===== config.mk =====
export PLATFORM = sky130hd
export DESIGN_NAME = hamming_dec_engine
export DESIGN_NICKNAME = d
export VERILOG_FILES = /design/src/rtl/hamming_pkg.sv /design/src/rtl/secded_dec16.sv /design/src/rtl/hamming_dec_engine.sv
export SDC_FILE = /design/constraint.sdc
export NUM_CORES = 1
export LEC_CHECK = 0
export CAP_MARGIN = 40
export CORE_AREA = 2 2 90 49
export DETAILED_ROUTE_END_ITERATION = 10
export DIE_AREA = 0 0 92 51
export PLACE_DENSITY = 0.79
export SYNTH_ARGS = -nofsm -noshare
export SYNTH_HDL_FRONTEND = slang
export SYNTH_SLANG_ARGS = --single-unit

===== constraint.sdc =====
create_clock -name clk -period 2.3 [get_ports clk]
set_input_delay 0.345 -clock clk [delete_from_list [all_inputs] [get_ports clk]]
set_output_delay 0.345 -clock clk [all_outputs]
set_load 0.05 [all_outputs]

===== src/rtl/hamming_pkg.sv =====
// rtl/hamming_pkg.sv - shared flags, FSM states and codeword bit positions for the Hamming(16,11) decoder
package hamming_pkg;

  localparam logic [1:0] FLAG_NONE = 2'b00;
  localparam logic [1:0] FLAG_SGL  = 2'b01;
  localparam logic [1:0] FLAG_DBL  = 2'b10;

  localparam int P0_POS = 0;
  localparam int P1_POS = 1;
  localparam int P2_POS = 2;
  localparam int P4_POS = 4;
  localparam int P8_POS = 8;

  typedef enum logic [2:0] {
    IDLE,
    RD_LO,
    RD_HI,
    WR_LO,
    WR_HI,
    DONE
  } state_t;

  function automatic logic is_parity_pos(input int k);
    return (k == P0_POS) || (k == P1_POS) || (k == P2_POS) ||
           (k == P4_POS) || (k == P8_POS);
  endfunction

endpackage


===== src/rtl/secded_dec16.sv =====
// rtl/secded_dec16.sv - combinational SECDED decode of one 16-bit codeword into a flagged result
module secded_dec16
  import hamming_pkg::*;
(
  input  logic [15:0] cw,
  output logic [15:0] result,
  output logic        is_sgl,
  output logic        is_dbl
);

  logic [3:0]  syn;
  logic        q;
  logic [10:0] data;
  logic [1:0]  flag;
  int          n;

  always_comb begin
    syn = '0;
    for (int k = 1; k < 16; k++) begin
      if (cw[k]) syn = syn ^ 4'(k);
    end
  end

  assign q = ^cw;

  // A syndrome of 0 with odd parity points at p0, which never reaches the data field.
  always_comb begin
    data = '0;
    n    = 0;
    for (int k = 0; k < 16; k++) begin
      if (!is_parity_pos(k)) begin
        data[n[3:0]] = cw[k] ^ (q && (syn == 4'(k)));
        n = n + 1;
      end
    end
  end

  assign is_sgl = q;
  assign is_dbl = ~q & (syn != 4'd0);

  always_comb begin
    flag = FLAG_NONE;
    if (is_sgl)      flag = FLAG_SGL;
    else if (is_dbl) flag = FLAG_DBL;
  end

  assign result = {flag, 3'b000, data};

endmodule


===== src/rtl/hamming_dec_engine.sv =====
// rtl/hamming_dec_engine.sv - memory-walking SECDED decode engine; HAMDEC_STATS_EN enables error counters
module hamming_dec_engine
  import hamming_pkg::*;
#(
  parameter int SRC_BASE  = 30,
  parameter int DST_BASE  = 0,
  parameter int NUM_WORDS = 15,
  parameter int AW        = 8
) (
  input  logic          clk,
  input  logic          reset,
  input  logic          start,
  output logic [AW-1:0] mem_addr,
  input  logic [7:0]    mem_rdata,
  output logic          mem_we,
  output logic [7:0]    mem_wdata,
  output logic          busy,
  output logic          done,
  output logic [3:0]    sgl_cnt,
  output logic [3:0]    dbl_cnt
);

  localparam int IW = $clog2(NUM_WORDS + 1);
  localparam logic [IW-1:0] LAST_IDX = IW'(NUM_WORDS - 1);
  localparam logic [AW-1:0] SRC_A    = AW'(SRC_BASE);
  localparam logic [AW-1:0] DST_A    = AW'(DST_BASE);

  state_t        state, state_nxt;
  logic [IW-1:0] idx;
  logic [7:0]    lo_byte;
  logic [15:0]   result;
  logic [15:0]   dec_result;
  logic          is_sgl, is_dbl;
  logic          start_ok;
  logic [AW-1:0] off2;

  assign start_ok = start && ((state == IDLE) || (state == DONE));
  assign off2     = AW'({idx, 1'b0});

  secded_dec16 u_dec (
    .cw     ({mem_rdata, lo_byte}),
    .result (dec_result),
    .is_sgl (is_sgl),
    .is_dbl (is_dbl)
  );

  always_ff @(posedge clk or negedge reset) begin
    if (!reset) begin
      state   <= IDLE;
      idx     <= '0;
      lo_byte <= '0;
      result  <= '0;
    end else begin
      state <= state_nxt;
      if (start_ok)            idx     <= '0;
      else if (state == WR_HI) idx     <= idx + 1'b1;
      if (state == RD_LO)      lo_byte <= mem_rdata;
      if (state == RD_HI)      result  <= dec_result;
    end
  end

  // Memory strobes decode straight from state so a reset kills mem_we without waiting for a clock.
  always_comb begin
    state_nxt = state;
    mem_addr  = '0;
    mem_we    = 1'b0;
    mem_wdata = '0;
    case (state)
      IDLE, DONE: begin
        if (start) state_nxt = RD_LO;
      end
      RD_LO: begin
        mem_addr  = SRC_A + off2;
        state_nxt = RD_HI;
      end
      RD_HI: begin
        mem_addr  = SRC_A + off2 + AW'(1);
        state_nxt = WR_LO;
      end
      WR_LO: begin
        mem_addr  = DST_A + off2;
        mem_we    = 1'b1;
        mem_wdata = result[7:0];
        state_nxt = WR_HI;
      end
      WR_HI: begin
        mem_addr  = DST_A + off2 + AW'(1);
        mem_we    = 1'b1;
        mem_wdata = result[15:8];
        state_nxt = (idx < LAST_IDX) ? RD_LO : DONE;
      end
      default: state_nxt = IDLE;
    endcase
  end

  assign busy = (state != IDLE) && (state != DONE);
  assign done = (state == DONE);

`ifdef HAMDEC_STATS_EN
  logic [3:0] sgl_q, dbl_q;

  always_ff @(posedge clk or negedge reset) begin
    if (!reset) begin
      sgl_q <= '0;
      dbl_q <= '0;
    end else if (start_ok) begin
      sgl_q <= '0;
      dbl_q <= '0;
    end else if (state == RD_HI) begin
      if (is_sgl && (sgl_q != 4'hF)) sgl_q <= sgl_q + 4'd1;
      if (is_dbl && (dbl_q != 4'hF)) dbl_q <= dbl_q + 4'd1;
    end
  end

  assign sgl_cnt = sgl_q;
  assign dbl_cnt = dbl_q;
`else
  logic stats_unused;
  assign stats_unused = is_sgl | is_dbl;
  assign sgl_cnt      = '0;
  assign dbl_cnt      = '0;
`endif

endmodule


==> Implementation_results.wiki, run 1 <==
{| class="wikitable"
! Metric !! Value
|-
| Kind of capture point of the worst setup path || flop
|-
| First-pass GRT wire length || approximately 7.6 mm
|-
| Start of the worst register-to-register path || lo_byte[5]
|-
| Setup repair after global routing missed its margin || true
|-
| Endpoint arrival time on the critical path || between 2 and 2.5 ns
|-
| Synthesis Warnings || 0
|-
| Crit path launch type || flop
|-
| Sequential element share of the synthesized area || between 30 and 40%
|-
| Fraction of registers with async set/reset || between 90% and 100%
|-
| Synth area leader || dfrtp_1
|-
| Die width || between 90 and 100 µm
|-
| Sum of negative setup slack || -0.00915 ns
|-
| Insertion delay of the later-clocked pin in the worst-skew pair || approximately 0.28 ns
|-
| Placeable core region || approximately 4000 µm²
|-
| Chip height || slightly above 50 µm
|-
| Hold slack || 0.430 ns
|-
| Slew at the pin closest to its max-slew limit || 0.495 ns
|-
| Highest clock frequency the design can meet || about 430 MHz
|-
| Cell Rows || 17
|-
| Crit path kind || flop to flop
|-
| Effective utilization at floorplan || 48.1%
|-
| Type of the worst min-delay path || input pin to async pin
|-
| FF-to-FF End || result[5]
|-
| Share of post-route cells with drive strength above 1 || 30.9%
|-
| Period Utilization, post-route || 100%
|-
| Number of maximum-capacitance violations || 0
|-
| Number of antenna violations at the first check in global routing || 0
|-
| Worst Path Max Fanout || 5
|-
| # DRC || 0
|-
| Maximum clock skew at final layout || just over 0.008 ns
|-
| Post-synthesis average cell area || 9.63 µm²
|-
| Remaining Overflow, GRT || 0
|-
| Max transition margin || between 60% and 70%
|-
| Post-DP HPWL || about 3.8 mm
|-
| Detail-routed net length per standard cell || approximately 15 µm
|-
| Number of nets still failing antenna checks after routing || 0
|-
| Flops & latches, synth || 28
|-
| Post-CTS setup repair buffer count || 0
|-
| Number of filler cells placed in the layout || roughly 310
|-
| Most frequent standard cell in the layout excluding fill and tap cells || buf_4
|-
| Count of input and output buffers || 27
|-
| Post-Place Setup Slack || -0.260 ns
|-
| CTS H-tree depth || 1
|-
| Weighted congestion reported at the end of routability-driven placement || 0.903
|-
| Via count of the first global-routing pass || 1,503
|-
| Setup slack of the worst register-to-register path || -0.009 ns
|-
| Largest net degree at the start of global routing || 29
|-
| Clock sinks || 28
|-
| Via Count || 1,661
|-
| CTS clk-pin slew, worst paths || 0.10 ns
|-
| Final net count || 273
|-
| Clock tree root driver cell || clkbuf_8
|-
| Minimum setup slack in the final design || -0.00915 ns
|-
| Instance count of the mapped netlist || between 200 and 250
|-
| Number of hold-slack violations in the final timing report || 0
|-
| Final setup fails || 1
|-
| Clock Path Buffers || 2
|-
| Number of buffers inserted by hold repair at cts || 0
|-
| Leading cell types in the layout, fill and taps excluded || buf_4 (36), dfrtp_1 (26), xnor2_1 (24), nand2_1 (17), o21ai_1 (12)
|-
| All-layer global routing usage || about a fifth
|-
| Status || finished with violations
|-
| Most common flop cell mapped by yosys || dfrtp_1
|-
| TritonCTS clock tree || done
|-
| Fraction of post-synthesis cell area in the top cell type by area || roughly 36%
|-
| Inserted Clock Buffers || 3
|-
| Overall die area || 4690 µm²
|-
| Fin crit period || around 2.3 ns
|-
| Diodes inserted || 0
|-
| Io pins || 38
|-
| Final slew viol count || 0
|-
| P&R area growth vs syn || 38.8%
|-
| Post-Route WL || 4.75 mm
|-
| Post-synth design cell area || around 1900 µm²
|-
| Synth top area cells || dfrtp_1 (36%), xnor2_1 (13%), mux2_2 (5.2%)
|-
| Cells on worst reg2reg path || 7
|-
| Failing checks || setup timing
|-
| DRC violation total after the first TritonRoute iteration || 144
|-
| Distinct cells, synth || 35
|-
| Via-to-Cell Ratio || 5.26
|-
| Worst path required time || around 2.5 ns
|-
| Number of synthesized flops with an enable pin || 0
|-
| 1st-pass router iterations || 4
|}
==> state kept, by name, summed over array words and instances (netlist names) <==
register,cells
idx,4
state,3
lo_byte,8
result,13
==> cells by family after synthesis <==
logic type	count (synthesis)	synth area share, %
and+or+nand+nor	57	15.1
AOI/OAI and AO/OA	43	15.4
xor gates and xnor gates	40	19.6
DFF	28	36.0
buffers and inverters	19	5.66
muxes	12	6.82
adders and majority gates	2	1.29
other	1	0.193
==> worst max-delay path, stage by stage (launching register included) <==
cell      delay [ns]
dfrtp_1         0.45
xnor2_1         0.26
xor2_1          0.46
nand3b_1        0.25
a221oi_1        0.41
buf_4           0.19
xnor2_1         0.11
o21ai_1         0.07
==> what timing repair did <==
item,4_1_cts,5_1_grt
pin swaps,0,2
endpoints found under the setup margin,2,14
gates resized for setup,2,10
cloned,0,0
==> stage by stage <==
| stage | instance area, µm² | util, % | std cells |
|---|---|---|---|
| final | 2700 | 66.8 | 316 |
| after global routing | 2700 | 66.8 | 316 |
| after CTS | 2650 | 65.6 | 316 |
| after detailed placement | 2580 | 63.8 | 312 |
| after global placement | 2580 | 63.8 | 312 |
| after floorplan | 2000 | - | 211 |
==> Yosys cell counts (2+ instances only) <==
cell,number
nand2_1,17
nand3_1,5
nor2_1,11
xnor2_2,2
o31ai_1,2
nand3b_1,9
mux2_2,9
a221oi_1,10
and3_1,3
mux2i_1,2
xor2_2,2
o21ai_1,13
dfrtp_1,28
xnor2_1,28
clkbuf_1,3
ha_1,2
a22o_1,6
nor3_1,2
nand2b_1,4
or3_1,4
a21oi_1,4
buf_4,10
o22ai_1,2
inv_1,4
o21ai_0,3
xor2_1,8
==> worst max-delay path by stage <==
| stage | endpoint | from | slack [ns] | cells past startpoint |
|---|---|---|---|---|
| 6_report | result[5] | lo_byte[5] | -0.009 | 7 |
| 5_1_grt | result[5] | lo_byte[5] | -0.11 | 7 |
| 4_1_cts | result[0] | mem_rdata[3] | 0.02 | 8 |
| 3_5_place_dp | result[1] | mem_rdata[3] | -0.26 | 8 |
| 3_3_place_gp | result[1] | mem_rdata[3] | -0.20 | 8 |
| 2_1_floorplan | mem_addr[5] | state[2] | 0.02 | 4 |
==> final cells by class <==
type	instances	area [µm²]	area share, %
clock buffers	3	41.3	1.53
clock inverters	1	30.0	1.11
inverters	5	22.5	0.834
multi-input cells	164	1230	45.6
flip-flops and latches	28	703	26.0
well taps	57	71.3	2.64
repair buffers	58	602	22.3
==> routing by layer <==
metal	up-vias	track usage [%]	part of all wire [%]
met2	63	30.9	42
li1	812	-	-
met4	0	3.73	0.84
met3	6	6.93	8.5
met1	780	31.3	49
met5	-	0	0
Power of run 1 is not shown: default switching activity piles up to over one toggle a cycle in this logic, so the estimate is an artifact.
==> inputs of run 2 (changes only) <==
--- a/config.mk
+++ b/config.mk
@@ -5,11 +5,12 @@
 export SDC_FILE = /design/constraint.sdc
 export NUM_CORES = 1
 export LEC_CHECK = 0
-export CAP_MARGIN = 40
-export CORE_AREA = 2 2 90 49
+export CAP_MARGIN = 20
+export CORE_AREA = 2 2 94 51
 export DETAILED_ROUTE_END_ITERATION = 10
-export DIE_AREA = 0 0 92 51
-export PLACE_DENSITY = 0.79
+export DIE_AREA = 0 0 96 53
+export PLACE_DENSITY = 0.76
+export REMOVE_ABC_BUFFERS = 1
 export SYNTH_ARGS = -nofsm -noshare
 export SYNTH_HDL_FRONTEND = slang
 export SYNTH_SLANG_ARGS = --single-unit
==> constraint.sdc (replaced) <==
create_clock -name clk -period 1.9 [get_ports clk]
set_input_delay 0.285 -clock clk [delete_from_list [all_inputs] [get_ports clk]]
set_output_delay 0.285 -clock clk [all_outputs]
set_load 0.05 [all_outputs]
==> Implementation_results.wiki, run 2 (synthesis gave the netlist of run 1 again) <==
{| class="wikitable"
! Metric !! Value
|-
| Worst path required time || 2.11 ns (-0.35 ns)
|-
| CTS H-tree depth || 1 (unchanged)
|-
| Chip height || 53 µm (+3.9%)
|-
| Most frequent standard cell in the layout excluding fill and tap cells || buf_4
|-
| Status || finished with violations
|-
| Cell Rows || 17 (unchanged)
|-
| TritonCTS clock tree || done
|-
| Maximum clock skew at final layout || 0.00983 ns (+0.00176 ns)
|-
| Fin crit period || 2.22 ns (-0.0870 ns)
|-
| Final slew viol count || 0 (unchanged)
|-
| Crit path kind || flop to flop
|-
| DRC violation total after the first TritonRoute iteration || 182 (+26%)
|-
| Share of post-route cells with drive strength above 1 || 57.4% (+26 points)
|-
| Register containing the most flip-flops in the final layout || result
|-
| Count of input and output buffers || 27 (unchanged)
|-
| 1st-pass router iterations || 5 (+1)
|-
| Max FFs per register || 13 (unchanged)
|-
| Kind of capture point of the worst setup path || flop
|-
| Failing checks || setup timing
|-
| CTS clk-pin slew, worst paths || 0.11 ns (about the same)
|-
| Final design utilization || 85.6% (+19 points)
|-
| Placeable core region || 4230 µm² (+4.7%)
|-
| Type of the worst min-delay path || input pin to async pin
|-
| Post-Route WL || 7.43 mm (+57%)
|-
| Worst Path Max Fanout || 3 (-2)
|-
| Detail-routed net length per standard cell || 20.9 µm (+39%)
|-
| Largest net degree at the start of global routing || 29 (unchanged)
|-
| Final net count || 312 (+14%)
|-
| Clock Path Buffers || 2 (unchanged)
|-
| Effective utilization at floorplan || 46.0% (-2.2 points)
|-
| P&R area growth vs syn || 86.2%
|-
| Setup repair after global routing missed its margin || true
|-
| Via Count || 2,042 (+23%)
|-
| Via-to-Cell Ratio || 5.75 (+9.4%)
|-
| Diodes inserted || 0 (unchanged)
|-
| Remaining Overflow, GRT || 0 (unchanged)
|-
| Highest clock frequency the design can meet || 450 MHz (+3.9%)
|-
| Leading cell types in the layout, fill and taps excluded || buf_4 (55), dfrtp_1 (21), nand2_1 (17), buf_6 (16), buf_12 (16)
|-
| Crit path launch type || flop
|-
| Insertion delay of the later-clocked pin in the worst-skew pair || 0.29 ns (about the same)
|-
| Endpoint arrival time on the critical path || 2.43 ns (-0.03 ns)
|-
| Overall die area || 5090 µm² (+8.4%)
|-
| Final setup fails || 16 (+15)
|-
| Weighted congestion reported at the end of routability-driven placement || 0.880 (-2.5%)
|-
| Minimum setup slack in the final design || -0.322 ns (-0.313 ns)
|-
| Biggest registers after layout || result (13), lo_byte (8), idx (4)
|-
| Via count of the first global-routing pass || 1,842 (+23%)
|-
| Number of antenna violations at the first check in global routing || 1 (+1)
|-
| First-pass GRT wire length || 9.60 mm (+26%)
|-
| Io pins || 38 (unchanged)
|-
| Post-DP HPWL || 3.92 mm (+4.0%)
|-
| Number of maximum-capacitance violations || 0 (unchanged)
|-
| Die width || 96 µm (+4.3%)
|-
| Period Utilization, post-route || 117% (+17 points)
|-
| # DRC || 0 (unchanged)
|-
| Number of hold-slack violations in the final timing report || 0 (unchanged)
|-
| Clock sinks || 28 (unchanged)
|-
| Number of nets still failing antenna checks after routing || 0 (unchanged)
|-
| Inserted Clock Buffers || 3 (unchanged)
|-
| Clock tree root driver cell || clkbuf_8
|-
| All-layer global routing usage || 26.5% (+5.2 points)
|}
run 2: path summary, 6_finish.rpt:
check                             end  slack, ns    startpoint  cells after the start
min in group clk           lo_byte[0]       0.45  mem_rdata[0]                      2
max in group asynchronous    state[2]       1.23         reset                      2
setup / recovery            result[4]      -0.32    lo_byte[4]                      7
hold reg to reg             result[9]       0.50     result[9]                      2
hold / removal              result[2]       0.37         reset                      2
setup reg to reg            result[4]      -0.32    lo_byte[4]                      7
run 2: layout make-up:
type	count	area, µm²
fillers	199	611
flip-flops and latches	28	709
multi-input cells	164	1760
well taps	57	71.3
repair buffers	97	1000
inverters	5	20.0
clock buffers	4	55.1
run 2: layer usage:
layer | vias to the layer above | track usage [%] | part of all wire (%)
met5 | - | 0 | 0.17
met4 | 2 | 7.38 | 4.3
met3 | 33 | 6.27 | 9.0
met2 | 128 | 43.1 | 46
met1 | 987 | 35.5 | 41
li1 | 892 | - | -
run 2: stage by stage:
step / cells / worst slack (ns) / hold slack, ns / TNS, ns / area [µm²]
floorplan: 197 / -0.708 / -0.0106 / -2.42 / 1890
global placement: 329 / -0.622 / 0.466 / -6.82 / 2750
detailed placement: 329 / -0.665 / 0.475 / -7.56 / 2750
CTS: 347 / -0.151 / 0.398 / -0.941 / 3240
global route: 355 / -0.328 / 0.420 / -3.67 / 3620
finish: 355 / -0.322 / 0.372 / -2.83 / 3620
run 2: repair_timing:
item                                    4_1_cts  5_1_grt
gates resized for setup                      67       52
hold buffers                                  0        0
pin swaps                                    25       26
setup buffers                                14       10
endpoints found under the setup margin       22       25
run 2: worst max-delay path: stages (launching register included):
cell and delay, ns:
dfrtp_2 0.52, xnor2_4 0.27, xor2_2 0.27, nand3b_1 0.28
a221oi_4 0.39, buf_6 0.15, xnor2_2 0.05, o21ai_1 0.20
Power of run 2 is left out for the same reason.
==> inputs of run 3 (changes only) <==
--- a/config.mk
+++ b/config.mk
@@ -7,6 +7,7 @@
 export LEC_CHECK = 0
 export CAP_MARGIN = 20
 export CORE_AREA = 2 2 94 51
+export CTS_BUF_LIST = sky130_fd_sc_hd__clkbuf_16
 export DETAILED_ROUTE_END_ITERATION = 10
 export DIE_AREA = 0 0 96 53
 export PLACE_DENSITY = 0.76
==> Implementation_results.wiki, run 3 (synthesis gave the netlist of run 1 again) <==
{| class="wikitable"
! Metric !! Value
|-
| Status || finished with violations
|-
| Failing checks || setup timing
|-
| Max FFs per register || 13 (unchanged)
|-
| First-pass GRT wire length || 9.78 mm (+1.8%)
|-
| Cell Rows || 17 (unchanged)
|-
| Via Count || 1,981 (-3.0%)
|-
| Post-Route WL || 7.04 mm (-5.2%)
|-
| Placeable core region || 4230 µm² (unchanged)
|-
| DP Cell Count || 329 (unchanged)
|-
| Via-to-Cell Ratio || 5.58 (-3.0%)
|-
| Gate family responsible for the most delay along the worst path || XOR/XNOR gates
|-
| Fin crit period || 2.15 ns (-0.0730 ns)
|-
| Clock sinks || 28 (unchanged)
|-
| Maximum clock skew at final layout || 0.00555 ns (-0.00428 ns)
|-
| CP max stage cell || dfrtp_2
|-
| Instance area after placement || 2750 µm² (unchanged)
|-
| Post-DP HPWL || 3.92 mm (unchanged)
|-
| Final net count || 312 (unchanged)
|-
| Io pins || 38 (unchanged)
|-
| Overall die area || 5090 µm² (unchanged)
|-
| Via count of the first global-routing pass || 1,870 (+1.5%)
|-
| Largest net degree at the start of global routing || 29 (unchanged)
|-
| Insertion delay of the later-clocked pin in the worst-skew pair || 0.26 ns (-0.03 ns)
|-
| Setup repair after global routing missed its margin || true
|-
| Kind of capture point of the worst setup path || flop
|-
| Number of nets still failing antenna checks after routing || 0 (unchanged)
|-
| Clock Path Buffers || 2 (unchanged)
|-
| CTS H-tree depth || 1 (unchanged)
|-
| Final slew viol count || 0 (unchanged)
|-
| 1st-pass router iterations || 4 (-1)
|-
| FF-to-FF End || result[3]
|-
| Count of input and output buffers || 27 (unchanged)
|-
| Die width || 96 µm (unchanged)
|-
| Remaining Overflow, GRT || 0 (unchanged)
|-
| Detail-routed net length per standard cell || 19.8 µm (-5.2%)
|-
| Period Utilization, post-route || 113% (-3.8 points)
|-
| Number of maximum-capacitance violations || 0 (unchanged)
|-
| Register containing the most flip-flops in the final layout || result
|-
| Post-Place Setup Slack || -0.665 ns (unchanged)
|-
| TritonCTS clock tree || done
|-
| Clock tree root driver cell || clkbuf_16
|-
| Most frequent standard cell in the layout excluding fill and tap cells || buf_4
|-
| Cells on worst reg2reg path || 9 (+2)
|-
| Endpoint arrival time on the critical path || 2.32 ns (-0.11 ns)
|-
| Worst path required time || 2.07 ns (-0.04 ns)
|-
| Crit path kind || flop to flop
|-
| Number of buffers inserted by hold repair at cts || 0 (unchanged)
|-
| Final setup fails || 13 (-3)
|-
| Weighted congestion reported at the end of routability-driven placement || 0.880 (unchanged)
|-
| Number of hold-slack violations in the final timing report || 0 (unchanged)
|-
| CTS clk-pin slew, worst paths || 0.07 ns (-0.04 ns)
|-
| Number of antenna violations at the first check in global routing || 0 (-1)
|-
| Effective utilization at floorplan || 46.0% (unchanged)
|-
| Diodes inserted || 0 (unchanged)
|-
| Type of the worst min-delay path || input pin to async pin
|-
| Inserted Clock Buffers || 3 (unchanged)
|-
| P&R area growth vs syn || 82.3%
|-
| # DRC || 0 (unchanged)
|-
| Highest clock frequency the design can meet || 465 MHz (+3.4%)
|-
| Biggest registers after layout || result (13), lo_byte (8), idx (4)
|-
| Critical Path, Cell by Cell || xnor2_4 > buf_4 > xnor2_4 > xnor2_1 > buf_4 > buf_6 > a221oi_4 > xnor2_1 > o21ai_1
|-
| Minimum setup slack in the final design || -0.249 ns (+0.0729 ns)
|-
| DRC violation total after the first TritonRoute iteration || 184 (+1.1%)
|-
| Non-Filler Cell Area, Final || 3550 µm² (-2.1%)
|-
| Max incr delay on CP || 0.49 ns (-0.03 ns)
|-
| Chip height || 53 µm (unchanged)
|-
| All-layer global routing usage || 26.3% (-0.20 points)
|-
| Worst Path Max Fanout || 5 (+2)
|-
| Leading cell types in the layout, fill and taps excluded || buf_4 (63), dfrtp_1 (20), nand2_1 (17), buf_12 (16), xnor2_1 (12)
|-
| Setup slack of the worst register-to-register path || -0.25 ns (+0.07 ns)
|-
| Share of post-route cells with drive strength above 1 || 55.0% (-2.3 points)
|-
| Start of the worst register-to-register path || lo_byte[7]
|-
| Crit path launch type || flop
|-
| CP bufs+invs || 3 (+2)
|-
| Post-route insts no fill || 355 (unchanged)
|-
| Hold slack || 0.410 ns (+0.0383 ns)
|}
run 3: changes by cell type in the layout (fill, tap and decap cells not counted), moves of 2 or more:
cell       before  now
xnor2_1        10   12
buf_6          16    8
xor2_2          5    3
buf_4          55   63
clkbuf_8        4    0
xnor2_2        11    8
clkbuf_16       0    3
a221oi_2        5    7
a221oi_4        6    4
run 3: metrics by stage:
| step | setup TNS [ns] | utilization, % |
|---|---|---|
| 2_1_floorplan | -2.42 | - |
| 3_3_place_gp | -6.82 | 64.9 |
| 3_5_place_dp | -7.56 | 64.9 |
| 4_1_cts | -1.07 | 75.6 |
| 5_1_grt | -2.86 | 83.8 |
| 6_report | -1.94 | 83.8 |
run 3: cell type report:
| type | count | area (µm²) |
|---|---|---|
| Multi-Input combinational cell | 164 | 1690 |
| Timing Repair Buffer | 97 | 973 |
| Sequential cell | 28 | 711 |
| Fill cell | 202 | 686 |
| Clock buffer | 3 | 75.1 |
| Tap cell | 57 | 71.3 |
| Inverter | 5 | 20.0 |
| Clock inverter | 1 | 3.75 |
run 3: repair_timing:
item / 4_1_cts / 5_1_grt
setup buffers: 12 / 10
resized for setup: 59 / 41
pin swaps: 22 / 21
endpoints found under the setup margin: 18 / 23
run 3: worst max-delay path by stage:
stage                        to  cells past startpoint  slack, ns    startpoint
floorplan           mem_addr[3]                      4      -0.71      state[2]
global placement      result[3]                      8      -0.62  mem_rdata[6]
detailed placement    result[3]                      8      -0.66  mem_rdata[6]
CTS                   result[1]                      7      -0.16    lo_byte[6]
global route          result[3]                      7      -0.32    lo_byte[5]
finish                result[3]                      9      -0.25    lo_byte[7]
run 3: metal layers:
metal / global-route usage, % / part of all wire, %
met5: 0 / 0
met4: 4.29 / 0.81
met3: 6.55 / 8.1
met2: 42.7 / 48
met1: 36.2 / 43
Power of run 3 is left out for the same reason.
